File: config.mk
export PLATFORM = sky130hd
export DESIGN_NAME = mac_accumulator
export DESIGN_NICKNAME = d
export VERILOG_FILES = /design/src/rtl/mac_accumulator.sv
export SDC_FILE = /design/constraint.sdc
export NUM_CORES = 1
export LEC_CHECK = 0
export CORE_MARGIN = 2
export CORE_UTILIZATION = 39
export DETAILED_ROUTE_END_ITERATION = 16
export HOLD_SLACK_MARGIN = 0.15
export PLACE_DENSITY_LB_ADDON = 0.08
export SLEW_MARGIN = 20
export SYNTH_ARGS = -nofsm -noshare
export SYNTH_HDL_FRONTEND = slang
export SYNTH_SLANG_ARGS = --single-unit
File: constraint.sdc
create_clock -name CLK -period 2.5 [get_ports CLK]
set_input_delay 0.375 -clock CLK [delete_from_list [all_inputs] [get_ports CLK]]
set_output_delay 0.375 -clock CLK [all_outputs]
set_load 0.02 [all_outputs]
File: src/rtl/mac_accumulator.sv
// mac_accumulator: sums LEN unsigned products into a saturating ACC_W-bit accumulator.
// Latency: LEN+1 cycles from START to OUT_VALID when PROD_VALID is held high.
// Backpressure: PROD_READY only in ACCUM; the result is held in DONE until OUT_READY.
module mac_accumulator #(
  parameter int W     = 8,
  parameter int ACC_W = 16,
  parameter int CNT_W = 4
) (
  input  logic             CLK,
  input  logic             RESET_N,
  input  logic             START,
  input  logic [CNT_W-1:0] LEN,
  input  logic [W-1:0]     PROD,
  input  logic             PROD_VALID,
  output logic             PROD_READY,
  output logic [ACC_W-1:0] ACC_OUT,
  output logic             OUT_VALID,
  input  logic             OUT_READY,
  output logic             BUSY,
  output logic             OVF
);

  typedef enum logic [1:0] {
    IDLE  = 2'd0,
    ACCUM = 2'd1,
    DONE  = 2'd2
  } state_t;

  state_t           state;
  logic [ACC_W-1:0] acc;
  logic [CNT_W-1:0] cnt;
  logic             ovf;
  logic [ACC_W:0]   sum;

  // One extra bit of headroom: a carry into bit ACC_W means the true sum overflowed
  always_comb begin
    sum = {1'b0, acc} + {{(ACC_W + 1 - W){1'b0}}, PROD};
  end

  // Handshake outputs are pure state decodes, so no input reaches an output combinationally
  assign PROD_READY = (state == ACCUM);
  assign OUT_VALID  = (state == DONE);
  assign BUSY       = (state != IDLE);
  assign ACC_OUT    = acc;
  assign OVF        = ovf;

  // Control FSM plus accumulator datapath; START is only honoured in IDLE
  always_ff @(posedge CLK or negedge RESET_N) begin
    if (!RESET_N) begin
      state <= IDLE;
      acc   <= '0;
      cnt   <= '0;
      ovf   <= 1'b0;
    end else begin
      case (state)
        IDLE: begin
          if (START) begin
            acc   <= '0;
            ovf   <= 1'b0;
            cnt   <= LEN;
            state <= (LEN != '0) ? ACCUM : DONE;
          end
        end
        ACCUM: begin
          if (PROD_VALID) begin
            // Saturated acc plus any product either carries out or stays all ones
            if (sum[ACC_W]) begin
              acc <= '1;
              ovf <= 1'b1;
            end else begin
              acc <= sum[ACC_W-1:0];
            end
            cnt <= cnt - CNT_W'(1);
            if (cnt == CNT_W'(1)) begin
              state <= DONE;
            end
          end
        end
        DONE: begin
          if (OUT_READY) begin
            state <= IDLE;
          end
        end
        default: begin
          state <= IDLE;
        end
      endcase
    end
  end

endmodule
==> impl_summary.txt <==
----------------------------------------------------
[STA]
  Unrepaired setup endpoints after global routing ... false
  Final setup skew ... 0.00167 ns
  Max transition margin ... 0.700
  Final setup violation count ... 0
  Total Negative Setup Slacks ... 0 ns
  Post-route fraction of the period consumed by the critical path ... 0.946
  Hold WS ... 0.456 ns
  Hold Fails Final Rpt ... 0
  Min setup slack post-route ... 0.135 ns
  Min Clock Period, post-route ... 2.37 ns
  Fmax achieved ... 0.423 GHz
  Max-slew violations ... 0
  Slew at the pin closest to its max-slew limit ... 0.449 ns

[Finish]
  Antenna Cells ... 0
  Number of fill cells ... 364
  Nets ... 242
  Synthesis-to-layout area growth ... 33.1%
  Total area of multi-input combinational cells ... 933 sq um
  Post-route core utilization ... 0.531
  Number of standard cells in the final layout excluding fillers ... 263
  Ratio of cells with drive above 1 in the final layout ... 0.127
  Final non-filler cell area ... 0.00209 sq mm
  FF/Latch Area ... 576 sq um

[CTS]
  TritonCTS buffer count ... 3
  CTS clk-pin slew, worst paths ... 0.08 ns
  CTS Root Buffer Type ... sky130_fd_sc_hd__clkbuf_8
  Number of H-tree levels ... 1
  Number of buffers on the longest clock path ... 2
  CTS tree ... yes
  Post-CTS Repair Setup Buffers ... 0
  Clk_lat worst skew ... 0.27 ns
  Clock sink count ... 23

[Synth]
  Count of distinct cell types in the synthesized netlist ... 53
  Mean post-synth cell area ... 9.31 sq um
  Part of the Yosys area used for sequential elements ... 0.366
  Register bit count reported by yosys ... 23
  Cell count after synthesis ... 169
  Warnings from Yosys ... 0
  Netlist area before placement ... 0.00157 sq mm
  Number of nets in the synthesized netlist ... 197

[Setup path]
  CP Class ... input pin to flip-flop
  Required @ worst endpoint ... 2.65 ns
  Data arrival at the endpoint of the critical path ... 2.52 ns
  Endpoint of the lowest-slack register-to-register path ... ACC_OUT[12]
  CP max FO ... 9
  Element type at the critical path end ... flip-flop
  Reg-to-reg critical path startpoint ... ACC_OUT[0]
  Slack of the worst reg-to-reg path ... 0.24 ns
  Startpoint type of the worst setup path ... input pin
  Register-to-Register Path Depth ... 8

[Routing]
  Via density ... 5.41
  Remaining number of nets flagged by the antenna check after routing ... 0
  Routed wirelength normalized by instance count ... 14.3 um
  DRC errors left ... 0
  Total routed wirelength ... 3760 um
  Starting DRT DRC Count ... 71
  Total vias in the final route ... 1423
  Iteration count of the initial detailed-routing pass ... 4

[Min path]
  Hold/Removal Path Class ... input pin to asynchronous set/reset pin

[Power]
  Cell area power density ... 991 mW/mm^2
  Peak VDD IR ... 0.501 mV
  Leakage ... 0.958 nW
  Post-layout power ... 2.08 mW

[Global route]
  Gr usage total ... 0.185
  Via count of the first global-routing pass ... 1460
  Gr ovfl total ... 0
  Maximum number of pins on one net before global-route repair ... 24
  Number of antenna violations at the first check in global routing ... 0
  First-pass GRT wire length ... 6480 um

[Die]
  Die Y ... 67.5 um
  Area inside the core boundary ... 0.00394 sq mm
  Site Rows ... 23
  Area of the die ... 0.00456 sq mm
  Initial cell density of the core ... 0.399
  Num ports ... 37
  Die Width ... 67.5 um

[Placed design]
  Placer congestion estimate ... 0.854
  Setup Slack @ Placement ... -0.291 ns
  Standard cell area after detailed placement ... 0.00204 sq mm
  HPWL after detailed placement ... 2910 um
  Port bufs ... 36
  Placed cell count ... 259

[Outcome]
  Status ... complete, no violations

[Run]
  Max capacitance violation total ... 0

----------------------------------------------------
layout by cell type (no fill, tap or decap), types with 2 or more instances in the layout:
cell type / Yosys / routed
sky130_fd_sc_hd__a211oi_1: 3 / 3
sky130_fd_sc_hd__a21o_1: 4 / 4
sky130_fd_sc_hd__a21oi_1: 11 / 11
sky130_fd_sc_hd__a22oi_1: 4 / 4
sky130_fd_sc_hd__and3_1: 3 / 3
sky130_fd_sc_hd__buf_4: 1 / 9
sky130_fd_sc_hd__clkbuf_8: 0 / 3
sky130_fd_sc_hd__clkdlybuf4s50_1: 0 / 36
sky130_fd_sc_hd__dfrtp_1: 23 / 23
sky130_fd_sc_hd__ha_1: 10 / 10
sky130_fd_sc_hd__inv_1: 7 / 7
sky130_fd_sc_hd__nand2_1: 18 / 18
sky130_fd_sc_hd__nand2b_1: 2 / 2
sky130_fd_sc_hd__nand3_1: 5 / 5
sky130_fd_sc_hd__nor2_1: 15 / 15
sky130_fd_sc_hd__nor3_1: 3 / 3
sky130_fd_sc_hd__o211ai_1: 2 / 2
sky130_fd_sc_hd__o211ai_2: 4 / 4
sky130_fd_sc_hd__o21a_1: 3 / 3
sky130_fd_sc_hd__o21ai_0: 4 / 4
sky130_fd_sc_hd__o21ai_1: 6 / 6
sky130_fd_sc_hd__o21bai_1: 2 / 2
sky130_fd_sc_hd__xor2_1: 4 / 4
final cells by class:
class | instances | share of cell area
clock buffer | 4 | 0.0215
inverter | 8 | 0.0143
multi-input combinational | 132 | 0.446
sequential | 23 | 0.275
tap | 50 | 0.0299
timing repair buffer | 46 | 0.214
synthesized netlist by cell type (all sizes together):
cell type / n / area, sq um
dfrtp: 23 / 576
nand2: 18 / 67.6
nor2: 16 / 67.6
a21oi: 12 / 63.8
ha: 10 / 125
o21ai: 10 / 50.1
inv: 8 / 30.0
nand3: 7 / 52.6
buf: 6 / 45.0
o211ai: 6 / 65.1
a211oi: 4 / 35.0
a21o: 4 / 30.0
a22oi: 4 / 30.0
and3: 4 / 30.0
nor3: 4 / 25.0
xor2: 4 / 35.0
o21a: 3 / 22.5
and2: 2 / 15.0
nand2b: 2 / 12.5
o21bai: 2 / 15.0
a211o: 1 / 8.76
a22o: 1 / 8.76
a31oi: 1 / 6.26
a32o: 1 / 10.0
and3b: 1 / 8.76
and4: 1 / 8.76
fa: 1 / 20.0
mux2: 1 / 11.3
mux2i: 1 / 10.0
nor2b: 1 / 6.26
nor3b: 1 / 7.51
o2111ai: 1 / 8.76
o22a: 1 / 8.76
o2bb2ai: 1 / 8.76
o31a: 1 / 8.76
o31ai: 1 / 7.51
o41a: 1 / 11.3
o41ai: 1 / 8.76
or2: 1 / 6.26
or3: 1 / 6.26
kinds of logic (layout without fill, tap and decap cells):
family / after synthesis / after routing / synth area share
simple gates: 59 / 59 / 0.200
compound gates: 56 / 56 / 0.259
flops: 23 / 23 / 0.366
buf+inv: 14 / 58 / 0.0477
fa+ha+maj: 11 / 11 / 0.0922
xor+xnor: 4 / 4 / 0.0223
mux: 2 / 2 / 0.0135
sequential cells by signal, summed over array words and instances (netlist names):
| name | count |
|---|---|
| state | 2 |
| ACC_OUT | 16 |
| OVF | 1 |
| cnt | 4 |
routing by layer:
metal	track usage	routed length, um
met5	0	0
met2	0.335	1950
met3	0.0433	137
met1	0.223	1660
met4	0.0357	14
critical path, stage by stage:
cell                              delay (ns)
sky130_fd_sc_hd__clkdlybuf4s50_1        0.40
sky130_fd_sc_hd__ha_1                   0.23
sky130_fd_sc_hd__fa_1                   0.42
sky130_fd_sc_hd__a211oi_2               0.23
sky130_fd_sc_hd__nor2_1                 0.10
sky130_fd_sc_hd__o41a_4                 0.43
sky130_fd_sc_hd__nand3_2                0.10
sky130_fd_sc_hd__mux2i_1                0.18
sky130_fd_sc_hd__nor2_1                 0.05
power breakdown:
part           internal (mW)  switching, mW  total [mW]
logic                  0.560          0.688        1.25
registers              0.481          0.109       0.590
clock network          0.114          0.123       0.237
timing repair:
| item | 4_1_cts | 5_1_grt |
|---|---|---|
| gates resized for setup | 0 | 2 |
| hold buffers | 0 | 0 |
| pin swaps | 1 | 0 |
| endpoints found under the setup margin | 10 | 13 |
| cloned | 0 | 0 |
worst max-delay path by stage:
stage               cells past startpoint     endpoint  slack [ns]        from
floorplan                               9  ACC_OUT[11]        0.16  ACC_OUT[0]
global placement                        9  ACC_OUT[12]       -0.29     PROD[0]
detailed placement                      9  ACC_OUT[12]       -0.29     PROD[0]
CTS                                     9  ACC_OUT[12]        0.03     PROD[0]
global route                            9  ACC_OUT[12]        0.02     PROD[0]
finish                                  9  ACC_OUT[12]        0.13     PROD[0]
Note: power is estimated with default switching activity, not from simulation.
